$ cat config.mk
export PLATFORM = sky130hd
export DESIGN_NAME = uart_line_writer
export DESIGN_NICKNAME = d
export VERILOG_FILES = /design/src/rtl/uart_line_writer.sv
export SDC_FILE = /design/constraint.sdc
export NUM_CORES = 1
export LEC_CHECK = 0
export CAP_MARGIN = 15
export CORE_MARGIN = 2
export CORE_UTILIZATION = 55
export CTS_CLUSTER_SIZE = 25
export DETAILED_ROUTE_END_ITERATION = 10
export PLACE_DENSITY = 0.87
export SKIP_LAST_GASP = 1
export SYNTH_ARGS = -nofsm -noshare
export SYNTH_HDL_FRONTEND = slang
export SYNTH_SLANG_ARGS = --single-unit
export TNS_END_PERCENT = 5
$ cat constraint.sdc
create_clock -name clk -period 3 [get_ports clk]
set_clock_uncertainty 0.05 [all_clocks]
set_input_delay 0.45 -clock clk [delete_from_list [all_inputs] [get_ports clk]]
set_output_delay 0.45 -clock clk [all_outputs]
set_load 0.02 [all_outputs]
$ cat src/rtl/uart_line_writer.sv
// uart_line_writer: receives one framebuffer line over a byte stream and
// writes its pixels into a framebuffer port, then answers ACK or NAK.
//
// Frame: ROW_HI, ROW_LO, WIDTH*BPP/8 payload bytes, terminator byte.
// Each payload byte is unpacked MSB-first into 8/BPP single-cycle writes.
//
// Ports:
//   clk, rst_n           clock, asynchronous active-low reset
//   rx_data/valid/ready  inbound byte stream (transfer on valid && ready)
//   tx_data/valid/ready  answer byte (ACK_CODE or NAK_CODE)
//   wr_en/addr/data      framebuffer write port, addr = row*WIDTH + col
//   line_done            one-cycle pulse after an ACK answer is taken
//   err_row              row index of the current frame is out of range
//   busy                 block is inside a frame or answer
//
// Optional build macro ULW_TIMEOUT_EN: inter-byte timeout that aborts the
// frame with a NAK after TIMEOUT_CYCLES idle cycles. Undefined by default,
// in which case the block waits indefinitely for the next byte.
module uart_line_writer #(
  parameter int unsigned WIDTH          = 640,
  parameter int unsigned HEIGHT         = 480,
  parameter int unsigned BPP            = 4,
  parameter logic [7:0]  END_CODE       = 8'h55,
  parameter logic [7:0]  ACK_CODE       = 8'hAA,
  parameter logic [7:0]  NAK_CODE       = 8'hEE,
  parameter int unsigned TIMEOUT_CYCLES = 1_000_000,
  localparam int unsigned AW            = $clog2(WIDTH * HEIGHT)
) (
  input  logic           clk,
  input  logic           rst_n,
  input  logic [7:0]     rx_data,
  input  logic           rx_valid,
  output logic           rx_ready,
  output logic [7:0]     tx_data,
  output logic           tx_valid,
  input  logic           tx_ready,
  output logic           wr_en,
  output logic [AW-1:0]  wr_addr,
  output logic [BPP-1:0] wr_data,
  output logic           line_done,
  output logic           err_row,
  output logic           busy
);

  localparam int unsigned PPB = 8 / BPP;              // pixels per byte
  localparam int unsigned CW  = $clog2(WIDTH + 1);    // column counter
  localparam int unsigned PW  = $clog2(PPB + 1);      // pixel-in-byte counter

  // Elaboration-time parameter sanity checks
  if (!(BPP == 1 || BPP == 2 || BPP == 4 || BPP == 8)) begin : g_bpp_chk
    $error("uart_line_writer: BPP must be 1, 2, 4 or 8");
  end
  if (TIMEOUT_CYCLES < 2) begin : g_tmo_chk
    $error("uart_line_writer: TIMEOUT_CYCLES must be at least 2");
  end

  typedef enum logic [2:0] {
    S_ROW_HI,
    S_ROW_LO,
    S_PAYLOAD,
    S_UNPACK,
    S_TERM,
    S_ANSWER
  } state_e;

  state_e          state_q, state_d;
  logic [7:0]      row_hi_q, row_hi_d;
  logic [15:0]     row_q, row_d;
  logic [CW-1:0]   col_q, col_d;
  logic [7:0]      sh_q, sh_d;
  logic [PW-1:0]   pix_q, pix_d;
  logic            ack_q, ack_d;
  logic            err_q, err_d;
  logic            rx_ready_q, rx_ready_d;
  logic            busy_q, busy_d;
  logic            tx_valid_q, tx_valid_d;
  logic [7:0]      tx_data_q, tx_data_d;
  logic            wr_en_q, wr_en_d;
  logic [AW-1:0]   wr_addr_q, wr_addr_d;
  logic [BPP-1:0]  wr_data_q, wr_data_d;
  logic            line_done_q, line_done_d;
  logic            accept;

`ifdef ULW_TIMEOUT_EN
  localparam int unsigned TW = $clog2(TIMEOUT_CYCLES);
  logic [TW-1:0]   tmo_q, tmo_d;
`endif

  assign accept = rx_valid && rx_ready_q;

  // State and output registers
  always_ff @(posedge clk or negedge rst_n) begin
    if (!rst_n) begin
      state_q     <= S_ROW_HI;
      row_hi_q    <= '0;
      row_q       <= '0;
      col_q       <= '0;
      sh_q        <= '0;
      pix_q       <= '0;
      ack_q       <= 1'b0;
      err_q       <= 1'b0;
      rx_ready_q  <= 1'b1;
      busy_q      <= 1'b0;
      tx_valid_q  <= 1'b0;
      tx_data_q   <= '0;
      wr_en_q     <= 1'b0;
      wr_addr_q   <= '0;
      wr_data_q   <= '0;
      line_done_q <= 1'b0;
`ifdef ULW_TIMEOUT_EN
      tmo_q       <= '0;
`endif
    end else begin
      state_q     <= state_d;
      row_hi_q    <= row_hi_d;
      row_q       <= row_d;
      col_q       <= col_d;
      sh_q        <= sh_d;
      pix_q       <= pix_d;
      ack_q       <= ack_d;
      err_q       <= err_d;
      rx_ready_q  <= rx_ready_d;
      busy_q      <= busy_d;
      tx_valid_q  <= tx_valid_d;
      tx_data_q   <= tx_data_d;
      wr_en_q     <= wr_en_d;
      wr_addr_q   <= wr_addr_d;
      wr_data_q   <= wr_data_d;
      line_done_q <= line_done_d;
`ifdef ULW_TIMEOUT_EN
      tmo_q       <= tmo_d;
`endif
    end
  end

  // Next-state and next-output logic; outputs are registered from the
  // next state so they line up with the state they describe.
  always_comb begin
    state_d     = state_q;
    row_hi_d    = row_hi_q;
    row_d       = row_q;
    col_d       = col_q;
    sh_d        = sh_q;
    pix_d       = pix_q;
    ack_d       = ack_q;
    err_d       = err_q;
    tx_valid_d  = tx_valid_q;
    tx_data_d   = tx_data_q;
    wr_en_d     = 1'b0;
    wr_addr_d   = wr_addr_q;
    wr_data_d   = wr_data_q;
    line_done_d = 1'b0;
`ifdef ULW_TIMEOUT_EN
    tmo_d       = '0;
`endif

    unique case (state_q)
      S_ROW_HI: begin
        if (accept) begin
          row_hi_d = rx_data;
          state_d  = S_ROW_LO;
        end
      end

      S_ROW_LO: begin
        if (accept) begin
          row_d   = {row_hi_q, rx_data};
          err_d   = 32'({row_hi_q, rx_data}) >= 32'(HEIGHT);
          col_d   = '0;
          state_d = S_PAYLOAD;
        end
      end

      // First pixel of the byte goes out straight from rx_data
      S_PAYLOAD: begin
        if (accept) begin
          wr_en_d   = !err_q;
          wr_data_d = rx_data[7 -: BPP];
          wr_addr_d = AW'(32'(row_q) * 32'(WIDTH) + 32'(col_q));
          sh_d      = rx_data << BPP;
          col_d     = col_q + CW'(1);
          pix_d     = PW'(1);
          state_d   = S_UNPACK;
        end
      end

      // Remaining pixels come from the shifted byte; once all are issued,
      // the column count tells whether the line payload is complete.
      S_UNPACK: begin
        if (pix_q == PW'(PPB)) begin
          state_d = (col_q == CW'(WIDTH)) ? S_TERM : S_PAYLOAD;
        end else begin
          wr_en_d   = !err_q;
          wr_data_d = sh_q[7 -: BPP];
          wr_addr_d = AW'(32'(row_q) * 32'(WIDTH) + 32'(col_q));
          sh_d      = sh_q << BPP;
          col_d     = col_q + CW'(1);
          pix_d     = pix_q + PW'(1);
        end
      end

      S_TERM: begin
        if (accept) begin
          ack_d      = (rx_data == END_CODE) && !err_q;
          tx_data_d  = ((rx_data == END_CODE) && !err_q) ? ACK_CODE : NAK_CODE;
          tx_valid_d = 1'b1;
          state_d    = S_ANSWER;
        end
      end

      S_ANSWER: begin
        if (tx_ready) begin
          tx_valid_d  = 1'b0;
          err_d       = 1'b0;
          col_d       = '0;
          line_done_d = ack_q;
          state_d     = S_ROW_HI;
        end
      end

      default: state_d = S_ROW_HI;
    endcase

`ifdef ULW_TIMEOUT_EN
    // Idle counter while waiting for a byte inside a frame; expiry aborts
    // the frame with a NAK.
    if (state_q == S_ROW_LO || state_q == S_PAYLOAD || state_q == S_TERM) begin
      if (accept) begin
        tmo_d = '0;
      end else if (tmo_q == TW'(TIMEOUT_CYCLES - 1)) begin
        tmo_d      = '0;
        col_d      = '0;
        ack_d      = 1'b0;
        tx_data_d  = NAK_CODE;
        tx_valid_d = 1'b1;
        state_d    = S_ANSWER;
      end else begin
        tmo_d = tmo_q + TW'(1);
      end
    end
`endif

    rx_ready_d = (state_d == S_ROW_HI) || (state_d == S_ROW_LO) ||
                 (state_d == S_PAYLOAD) || (state_d == S_TERM);
    busy_d     = (state_d != S_ROW_HI);
  end

  assign rx_ready  = rx_ready_q;
  assign busy      = busy_q;
  assign tx_valid  = tx_valid_q;
  assign tx_data   = tx_data_q;
  assign wr_en     = wr_en_q;
  assign wr_addr   = wr_addr_q;
  assign wr_data   = wr_data_q;
  assign line_done = line_done_q;
  assign err_row   = err_q;

endmodule

## Yosys cells after proc, flatten, opt, wreduce, memory -nomap -nowiden

Index checks and enable logic that the tools add are counted.

- Bits in registers: 85
- Output and inout bits: 37

- Reductions and logical operators: 20
- Equal/unequal tests: 16
- Mux-type cells: 36
- Multiply operators: 1
- $lt $le $gt $ge: 1
- Add/subtract/negate cells: 3

Operator list:

| operator | count |
|---|---|
| $mux 10 | 4 |
| $pmux 10 s4 | 1 |
| $mux 19 | 2 |
| $pmux 19 s2 | 1 |
| $mux 3 | 7 |
| $add 19x10->19 | 1 |
| $pmux 3 s6 | 1 |
| $ge 16x9->1 const B | 1 |
| $mul 16x3->12 const B | 1 |
| $mux 8 | 2 |
| $pmux 8 s2 | 1 |
| $add 10x1->10 const B | 1 |
| $eq 10x10->1 const B | 1 |
| $ne 2x2->1 const B | 5 |
| $eq 3x2->1 const B | 3 |
| $eq 3x3->1 const B | 3 |
| $reduce_and 3->1 | 3 |
| $eq 8x7->1 const B | 1 |
| $mux 4 | 2 |
| $pmux 4 s2 | 1 |
| $mux 1 | 7 |
| $mux 7 | 1 |
| $eq 3x1->1 const B | 2 |
| $logic_not 3->1 | 2 |
| other kinds (13) | 23 |

## Logic depth before layout (Yosys ltp)

Gate-level depths: netlist of the first run.

- Depth after elaboration: 8
- Gate-level depth with buffers: 9
- Mapped depth without buffers: 9

## Worst setup path after synthesis of the first run

OpenSTA, ideal clock, no wires.

- Path kind: register to register
- Start point: reg row_q[1]
- End point: reg wr_addr_q[17], in the netlist wr_addr[17]
- Setup slack: 344 ps
- Data arrival time: 2,482 ps
- Cell stages (with the launch flop): 10
- Path buffers: 0
- Period minus slack after synthesis: 2,656 ps
- Required time: 2,827 ps
- Cell sequence: dfrtp_1 > ha_1 > ha_1 > fa_1 > a211oi_2 > nor2_1 > o311ai_2 > and4_1 > xnor2_1 > o21ai_1

- Cells in the longest elaborated chain, start to end: 4
- Elaborated cells between the ends (all ways): 5
- Classes of those cells: add/sub: 1; mul: 1; mux: 3

Ends and longest elaborated chain:

| item | line | source |
|---|---|---|
| from (decl) | 68 | `logic [15:0] row_q, row_d;` |
| from (signal assigned) | 116 | `row_q <= row_d;` |
| $mul 16x3->12 (*) | 179, 195 |  |
| $add 19x10->19 (*) | 179, 195 |  |
| $mux 19, on equally long branches | 190, 176 |  |
| $pmux 19 s2 (*) | 157 | `unique case (state_q)` |
| to (signal assigned) | 127 | `wr_addr_q <= wr_addr_d;` |
| to (decl) | 79 | `logic [AW-1:0] wr_addr_q, wr_addr_d;` |

Mark *: on every way between the ends. The rest lies on a longest branch, timed or not. The select of a mux whose other input is x is not followed.
A chain may end at the register's enable or synchronous reset.

## Worst setup path after layout of the first run

Ends and elaborated chain as after synthesis.

==> flow_summary_export.csv, run 1 <==
group,metric,value,unit
floorplan,io_pins,49,
drt,ant_nets,0,
critical_path,cp_cell_sequence,"ha_1, ha_1, fa_1, a211oi_4, nor2_1, nor4_1, and4_1, xnor2_1, o21ai_1",
critical_path,crit_top_cell,"ha_1",
synthesis,yosysTopAreaCellShare,45.6,%
place,gp_congestion,0.854,
critical_path,crit_start,"row_q[1]",
critical_path,reg2reg_depth,9,
critical_path,path_buf_inv,0,
synthesis,synth-seq-cells,71,
global_routing,gr-total-overflow,0,
power,leakage,2.05,nW
global_routing,grt_pass1_vias,2821,
critical_path,path_max_fanout,5,
drt,wl,7850,um
place,dp_slack,0.126,ns
critical_path,reg2reg_slack,0.13,ns
clock_tree,htree_levels,3,
synthesis,synthCells,378,
critical_path,crit_end,"wr_addr[17]",
sta,final.period_utilization,95.8,%
synthesis,synth.cell_area,3840,sq um
clock_tree,clock_sinks,71,
drt,drtPass1Iterations,5,
synthesis,post-synth-top-count-cell,"dfrtp_1",
critical_path,path_depth,9,
sta,finalHoldViolations,0,
synthesis,synthFlopType,"dfrtp_1",
cells_and_area,finalNetCount,458,
power,p_per_area,1190,nW/um^2
floorplan,start_util,56.6,%
sta,setup_viol,0,
drt,routedWlPerCell,15.0,um
hold_path,hp-class,"in2async",
floorplan,die_w,87.6,um
critical_path,cp-end-kind,"register",
drt,vias,2954,
synthesis,synth_edf_count,0,
power,ir_drop,611,uV
floorplan,fp-row-count,30,
clock_tree,cts_buffer_depth,2,
clock_tree,clk_pin_slew_worst_paths,0.07,ns
clock_tree,cts_setup_buffers,0,
power,fin_total_pwr,0.00537,W
clock_tree,cts_tree,"built",
drt,avgViaCountPerCell,5.66,
status,status,"finished, final reports clean",
cells_and_area,drive_gt1_share,11.7,%
global_routing,antenna_found_initial,0,
power,netSwitchingFraction,43.5,%
power,p_sw,0.00233,W
critical_path,critPathSlowestCell,"fa_1",
power,seqPwrFrac,30.3,%
global_routing,grt_max_degree,49,
synthesis,yosysSeqAreaShare,46.3,%
global_routing,grt.total_usage,22.0,%
synthesis,yosysWarnings,0,
power,p_int,0.00304,W
floorplan,coreArea,6790,sq um
place,dp_hpwl,5720,um
synthesis,yosys.cell_types.count,62,
drt,detail_route.iter0.violations,144,
floorplan,die_area,7670,sq um
synthesis,synthArstFlopShare,100,%
critical_path,path_class,"reg2reg",
power,clkPwrFrac,12.1,%
power,p_comb_share,57.6,%
global_routing,grt_pass1_wl,13000,um
sta,fin_ws,0.127,ns
sta,rsz0062_at_grt,"false",
critical_path,cp-start-kind,"register",
critical_path,regToRegStartpoint,"row_q[1]",
synthesis,syn_area_per_cell,10.2,sq um
cells_and_area,syn_to_final_growth,17.4,%
critical_path,cp_top_family,"adder cells",
sta,fmax,0.348,GHz
synthesis,netlist.top_cell.by_area,"dfrtp_1",
drt,drc,0,
synthesis,synth_area_leaders,"dfrtp_1, ha_1, mux2_2",
sta,fin_tns_setup,0,ns
sta,post-route-min-period,2.87,ns
sta,slew_violations,0,
clock_tree,clock-root-buffer,"clkbuf_8",
critical_path,timing.rr.end,"wr_addr[17]",
cells_and_area,antennaDiodeCount,0,
synthesis,synthTopCellsByCount,"dfrtp_1, nand2_1, o21ai_0",
sta,tightestPinTransition,0.711,ns
floorplan,die_h,87.6,um
critical_path,worstPathRequired,3.17,ns
critical_path,cp_slowest_stage_delay,0.45,ns
clock_tree,numCtsBuffers,9,
run,maxCapViolations,0,
place,port_buffers,46,
clock_tree,clk_latency,0.35,ns
critical_path,cp.arrival,3.05,ns
sta,slew_headroom,52.6,%
-- state kept, by name (all words and copies together), names as in the netlist --
register and cells:
busy 1, wr_addr 19, err_row 1, sh_q 4, rx_ready 1, line_done 1, pix_q 2, row_q 12
col_q 10, wr_data 4, state_q 3, tx_data 2, ack_q 1, row_hi_q 8, tx_valid 1, wr_en 1
-- area by class of cell --
cell class,instances,area [sq um]
Inverter,11,41.3
Tap cell,96,120
Fill cell,526,2280
Clock buffer,12,135
Sequential cell,71,1780
Timing Repair Buffer,49,490
Multi-Input combinational cell,279,1930
Clock inverter,4,22.5
-- what timing repair did --
item / CTS / global route
setup endpoints to repair: 0 / 2
gates resized for setup: 0 / 1
hold buffers: 0 / 0
-- routing by layer --
metal	global-route usage, %	vias up	share of wire (%)
li1	-	1420	-
met1	28.4	1450	43
met2	35.2	66	51
met3	5.75	18	3.3
met4	9.65	0	2.4
met5	0	-	0
-- worst register-to-register path, stage by stage (launching register included) --
cell	delay, ns
dfrtp_1	0.41
ha_1	0.31
ha_1	0.25
fa_1	0.45
a211oi_4	0.31
nor2_1	0.13
nor4_1	0.39
and4_1	0.26
xnor2_1	0.12
o21ai_1	0.07
-- kinds of logic (layout without fill, tap and decap cells) --
| logic type | after synthesis | after routing | share of synthesized area [%] |
|---|---|---|---|
| AOI/OAI and AO/OA | 87 | 87 | 14.5 |
| DFF | 71 | 71 | 46.3 |
| buffers and inverters | 29 | 76 | 3.91 |
| muxes | 24 | 24 | 6.90 |
| other | 1 | 2 | 0.0976 |
| adders and majority gates | 25 | 25 | 8.53 |
| and+or+nand+nor | 128 | 128 | 16.9 |
| xor gates and xnor gates | 13 | 13 | 2.96 |
-- per-stage QoR --
step | std cells | instance area [sq um] | hold WS (ns) | util [%]
CTS | 522 | 4510 | 0.107 | 66.3
global placement | 506 | 4350 | 0.403 | 64.0
detailed placement | 506 | 4350 | 0.416 | 64.0
finish | 522 | 4510 | 0.0998 | 66.4
floorplan | 379 | 3850 | 0.104 | -
global route | 522 | 4510 | 0.153 | 66.4
-- worst min path at each step --
stage / start / to / slack, ns / cells after the start
2_1_floorplan: rst_n / ack_q / 0.10 / 0
3_3_place_gp: ack_q / ack_q / 0.40 / 1
3_5_place_dp: ack_q / ack_q / 0.42 / 1
4_1_cts: rst_n / wr_addr[10] / 0.11 / 1
5_1_grt: rst_n / wr_addr[10] / 0.15 / 1
6_report: rst_n / wr_addr[10] / 0.1 / 1
-- placed cells by master (no fill, tap or decap), drive strengths merged, types with 2 or more instances in the layout --
| master | Yosys | final |
|---|---|---|
| inv | 11 | 11 |
| and2 | 3 | 3 |
| conb | 1 | 2 |
| mux2 | 20 | 20 |
| nand3 | 3 | 3 |
| mux2i | 4 | 4 |
| o21a | 2 | 2 |
| a21oi | 13 | 13 |
| fa | 2 | 2 |
| nor4 | 6 | 6 |
| nand2 | 54 | 54 |
| nor3 | 7 | 7 |
| xor2 | 7 | 7 |
| ha | 23 | 23 |
| a22o | 5 | 5 |
| a211oi | 4 | 4 |
| nor2 | 22 | 22 |
| or2 | 2 | 2 |
| o21ba | 2 | 2 |
| o21ai | 42 | 42 |
| a31o | 2 | 2 |
| and3b | 3 | 3 |
| dfrtp | 70 | 70 |
| clkinv | 0 | 3 |
| clkdlybuf4s50 | 0 | 45 |
| and3 | 5 | 5 |
| nor3b | 2 | 2 |
| nor2b | 5 | 5 |
| a31oi | 3 | 3 |
| xnor2 | 6 | 6 |
| clkbuf | 8 | 12 |
| buf | 10 | 4 |
| nand4 | 6 | 6 |
| a21o | 4 | 4 |
-- power by group through the flow --
| stage | clock network, W | registers (W) | logic, W |
|---|---|---|---|
| finish | 0.000650 | 0.00163 | 0.00309 |
| global route | 0.000714 | 0.00168 | 0.00345 |
| CTS | 0.000673 | 0.00163 | 0.00307 |
| detailed placement | 0 | 0.00165 | 0.00305 |
| global placement | 0 | 0.00163 | 0.00295 |
| floorplan | 0 | 0.00175 | 0.00215 |
Power figures use the tool's default switching activity.
==> run 2: changes to the inputs <==
--- a/config.mk
+++ b/config.mk
@@ -10,7 +10,9 @@
 export CORE_UTILIZATION = 55
 export CTS_CLUSTER_SIZE = 25
 export DETAILED_ROUTE_END_ITERATION = 10
-export PLACE_DENSITY = 0.87
+export DONT_BUFFER_PORTS = 1
+export PLACE_DENSITY = 0.78
+export SETUP_SLACK_MARGIN = 0.05
 export SKIP_LAST_GASP = 1
 export SYNTH_ARGS = -nofsm -noshare
 export SYNTH_HDL_FRONTEND = slang
==> flow_summary_export.csv, run 2 (synthesis gave the netlist of run 1 again) <==
group,metric,value,unit
place,port_buffers,0,
critical_path,reg2reg_slack,0.25,ns
sta,fmax,0.364,GHz
critical_path,path_buf_inv,0,
critical_path,path_max_fanout,5,
critical_path,worstPathRequired,3.20,ns
sta,slew_violations,0,
sta,post-route-min-period,2.75,ns
floorplan,coreArea,6790,sq um
clock_tree,clk_latency,0.36,ns
cells_and_area,multi_input_area,1950,sq um
floorplan,die_area,7670,sq um
cells_and_area,final_common_cell,"dfrtp_1",
cells_and_area,antennaDiodeCount,0,
cells_and_area,syn_to_final_growth,9.57,%
cells_and_area,finalNetCount,413,
critical_path,crit_top_cell,"ha_1",
critical_path,path_class,"reg2reg",
power,leakage,1.94,nW
critical_path,regToRegStartpoint,"row_q[1]",
critical_path,timing.rr.end,"wr_addr[18]",
global_routing,antenna_found_initial,0,
sta,fin_tns_setup,0,ns
global_routing,grt_max_degree,72,
critical_path,cp_slowest_stage_delay,0.41,ns
hold_path,hp-class,"in2reg",
critical_path,cp-start-kind,"register",
floorplan,fp-row-count,30,
cells_and_area,final_cell_mix,"dfrtp_1, nand2_1, o21ai_0",
drt,drc,0,
sta,slew_headroom,52.0,%
global_routing,grt.total_usage,22.6,%
global_routing,grt_pass1_vias,2771,
cells_and_area,seq_area,1780,sq um
clock_tree,cts_tree,"built",
critical_path,reg2reg_depth,9,
clock_tree,clock_sinks,71,
power,ir_drop,482,uV
cells_and_area,fin_area,4210,sq um
clock_tree,clock-root-buffer,"clkbuf_8",
global_routing,grt_pass1_wl,13200,um
hold_path,whs_endpoint,"sh_q[4]",
drt,detail_route.iter0.violations,111,
cells_and_area,drive_gt1_share,14.2,%
critical_path,cp_cell_sequence,"ha_1, ha_1, fa_2, a211oi_4, nor2_1, o311ai_2, o2111ai_1, xnor2_1, o21ai_1",
clock_tree,clk_pin_slew_worst_paths,0.08,ns
clock_tree,numCtsBuffers,9,
sta,rsz0062_at_grt,"false",
clock_tree,cts_buffer_depth,2,
global_routing,gr-total-overflow,0,
floorplan,die_w,87.6,um
sta,final.period_utilization,91.7,%
run,maxCapViolations,0,
drt,routedWlPerCell,16.4,um
power,p_per_area,1310,nW/um^2
cells_and_area,largest_reg_flops,19,
place,gp_congestion,0.841,
hold_path,worstHoldStart,"rx_data[0]",
drt,ant_nets,0,
place,dp_hpwl,5600,um
drt,avgViaCountPerCell,5.81,
critical_path,cp_top_family,"adder cells",
sta,finalHoldViolations,0,
drt,vias,2769,
cells_and_area,fill_cells,538,
critical_path,cp-end-kind,"register",
sta,tightestPinTransition,0.721,ns
sta,setup_viol,0,
floorplan,start_util,56.6,%
critical_path,cp.arrival,2.95,ns
drt,drtPass1Iterations,4,
floorplan,io_pins,49,
hold_path,hold_depth,1,
status,status,"finished, final reports clean",
clock_tree,htree_levels,3,
floorplan,die_h,87.6,um
drt,wl,7800,um
place,place_area,3880,sq um
critical_path,critPathSlowestCell,"dfrtp_1",
==> run 2: repair_timing <==
item	in CTS	in global routing
hold endpoints to repair	71	0
setup endpoints to repair	0	4
resized for setup	0	4
buffers inserted	0	0
hold buffers	2	0
==> run 2: worst max path at each step <==
stage,from,to,slack (ns),depth (start not counted)
global route,row_q[1],wr_addr[17],0.06,9
global placement,row_q[1],wr_addr[17],0.24,9
detailed placement,row_q[1],wr_addr[17],0.13,9
CTS,row_q[1],wr_addr[17],0.11,9
floorplan,row_q[1],wr_addr[17],0.34,9
finish,row_q[1],wr_addr[18],0.25,9
==> run 2: area by class of cell <==
| type | count | area share (%) |
|---|---|---|
| multi-input cells | 279 | 46.3 |
| flip-flops and latches | 71 | 42.2 |
| clock buffers | 11 | 3.36 |
| clock inverters | 5 | 3.06 |
| well taps | 96 | 2.85 |
| repair buffers | 4 | 1.25 |
| inverters | 11 | 0.980 |
==> run 2: metrics by stage <==
step / setup slack, ns / util (%) / total power [W] / hold slack, ns / cells
finish: 0.250 / 62.0 / 0.00552 / 0.172 / 477
global route: 0.0624 / 62.0 / 0.00598 / 0.163 / 477
CTS: 0.109 / 61.7 / 0.00549 / 0.163 / 477
detailed placement: 0.127 / 57.1 / 0.00442 / 0.106 / 459
global placement: 0.239 / 57.1 / 0.00430 / 0.107 / 459
floorplan: 0.344 / - / 0.00389 / 0.104 / 379
==> run 2: worst register-to-register path: cells and delay by family (launching register included) <==
kind / cells / cell delay (ns)
and+or+nand+nor: 1 / 0.14
AOI/OAI and AO/OA: 4 / 0.91
adders and majority gates: 3 / 0.95
DFF: 1 / 0.41
xor gates and xnor gates: 1 / 0.18
==> run 2: where the power goes <==
| group | switching (W) | total, W | internal, W |
|---|---|---|---|
| logic | 0.00148 | 0.00265 | 0.00117 |
| clock network | 0.000364 | 0.00102 | 0.000661 |
| registers | 0.000505 | 0.00185 | 0.00134 |
| total | 0.00235 | 0.00552 | 0.00317 |
==> run 2: routing by layer <==
| layer | routed length (um) | vias to the layer above | track usage [%] |
|---|---|---|---|
| met5 | 0 | - | 0 |
| met4 | 156 | 0 | 11.5 |
| met3 | 331 | 13 | 5.09 |
| met2 | 4040 | 52 | 38.5 |
| met1 | 3280 | 1368 | 26.8 |
| li1 | - | 1336 | - |
==> edit (settings of run 1) <==
Build with the macro `ULW_TIMEOUT_EN` defined.
--- a/src/rtl/uart_line_writer.sv
+++ b/src/rtl/uart_line_writer.sv
@@ -16,6 +16,8 @@
 // Optional build macro ULW_TIMEOUT_EN: inter-byte timeout that aborts the
 // frame with a NAK after TIMEOUT_CYCLES idle cycles. Undefined by default,
 // in which case the block waits indefinitely for the next byte.
+`define ULW_TIMEOUT_EN
+
 module uart_line_writer #(
   parameter int unsigned WIDTH          = 640,
   parameter int unsigned HEIGHT         = 480,
Behaviour: no difference found for any inputs over 4 cycles, from zero or initial values and one cycle with rst_n low; that may be too few to reach the edited logic, so the function may still have changed.
==> edit against run 1 <==
  * Clock power up 35%
  * Non-clock buffer count up 6
  * Power fell by 32%
  * Final cell count grew 27%
  * Final area up 31%
  * Wire length increased by 35%
  * Count of clock-buffer cells in the layout did not move
  * Critical path depth shrank 1
  * Area after synthesis rose by 33%
  * Sequential cell count up 26
  * Setup slack improved by 0.030 ns
  * Sequential share of layout area is 1.7 points higher
==> edit: results <==
group,metric,value,unit
cts,clock_latency,0.36,ns
global_routing,grt_pass1_wl,18300,µm
synthesis,synth_warnings,0,
cts,cts_max_level,3,
sta,worstMarginPinSlew,0.754,ns
place,hpwl,7740,µm
status,status,"finished clean",
worst_setup_path,crit_path_max_incr_delay,0.41,ns
cts,cts_buffer_depth,2,
final_layout,final_nets,584,
global_routing,grt_pass1_vias,3858,
global_routing,grt_use_total,0.229,
worst_setup_path,cp_max_fo,4,
pwr,vdd_drop_max,0.000318,V
worst_setup_path,slowest_stage,"dfrtp_1",
worst_setup_path,cp.arrival,3.04,ns
final_layout,regMostFlops,"tmo_q",
synthesis,synth-adder-area-share,0.0692,
synthesis,ys_seq_area_frac,0.476,
synthesis,synthTopCellsByCount,"dfrtp_1 (96), nand2_1 (53), nor2_1 (50)",
place,place_congestion,0.875,
place,port_buffers,48,
drt,via_per_inst,5.82,
synthesis,synth-xor-area-share,0.0532,
sta,min_period,2.84,ns
final_layout,largest_reg_flops,20,
synthesis,synth_mux_area_frac,0.0520,
sta,finalHoldWorstSlack,0.0866,ns
pwr,p_leak,2.74,nW
worst_setup_path,ff2ff_path_depth,8,
pwr,swShare,0.359,
drt,wire_per_inst,16.1,µm
place,dp_slack,0.0306,ns
drt,wirelength,10600,µm
cts,cts-buffers-inserted,9,
worst_setup_path,reg2reg_setup_slack,0.16,ns
synthesis,yosysUniqueCellTypes,68,
cts,path_clk_slew,0.09,ns
global_routing,grt_max_degree,61,
synthesis,synth_area_leaders,"dfrtp_1 (47%), ha_1 (6.1%), mux2_2 (4.2%)",
synthesis,synth_compound_area_frac,0.121,
final_layout,drive_gt1_frac,0.120,
place,dpl_cell_area,5690,µm²
final_layout,nFillCells,725,
place,dp.cells,645,
drt,dr.pass1.iters,4,
synthesis,syn_avg_cell_area,10.3,µm²
drt,first_iter_violations,233,
## edit: cell types whose count changed in the layout (fill, tap and decap cells not counted), moves of 6 or more
cell	run 1	this run
xnor2_1	6	15
o21ai_0	32	19
a21oi_1	13	20
nor2_1	22	49
xor2_1	7	16
buf_4	2	8
or3_1	1	8
dfrtp_1	70	96
nand3_1	3	12
## edit: area by class of cell
class | instances | area [µm²] | share of cell area
Clock buffer | 12 | 155 | 0.0263
Clock inverter | 4 | 51.3 | 0.00868
Inverter | 13 | 48.8 | 0.00826
Multi-Input combinational cell | 369 | 2560 | 0.433
Sequential cell | 97 | 2430 | 0.411
Tap cell | 111 | 139 | 0.0235
Timing Repair Buffer | 55 | 531 | 0.0898
## edit: power by group through the flow
stage,Combinational [mW],Sequential [mW],Clock [mW]
global placement,1.12,1.63,0
detailed placement,1.16,1.65,0
finish,1.16,1.63,0.875
CTS,1.17,1.63,0.899
floorplan,0.758,1.68,0
global route,1.29,1.65,0.960
## edit: per-layer routing
layer,part of all wire,GRT usage,up-vias,wire [µm]
li1,-,-,1857,-
met1,0.42,0.292,1879,4500
met2,0.50,0.378,91,5360
met3,0.051,0.0508,20,541
met4,0.021,0.0948,0,225
met5,0,0,-,0
## edit: cell families (layout without fill, tap and decap cells)
family | count (synthesis) | count (layout)
AO/OA/AOI/OAI | 94 | 94
XOR/XNOR | 31 | 31
adder cells (fa/ha/maj) | 27 | 27
buffers and inverters | 30 | 84
flip-flops | 97 | 97
multiplexers | 24 | 24
AND/OR/NAND/NOR | 193 | 193
## edit: worst max-delay path, delay by kind of cell (launching register included)
family          cells  cell delay [ns]
fa+ha+maj           3             0.95
compound gates      3             1.00
simple gates        2             0.32
flops               1             0.41
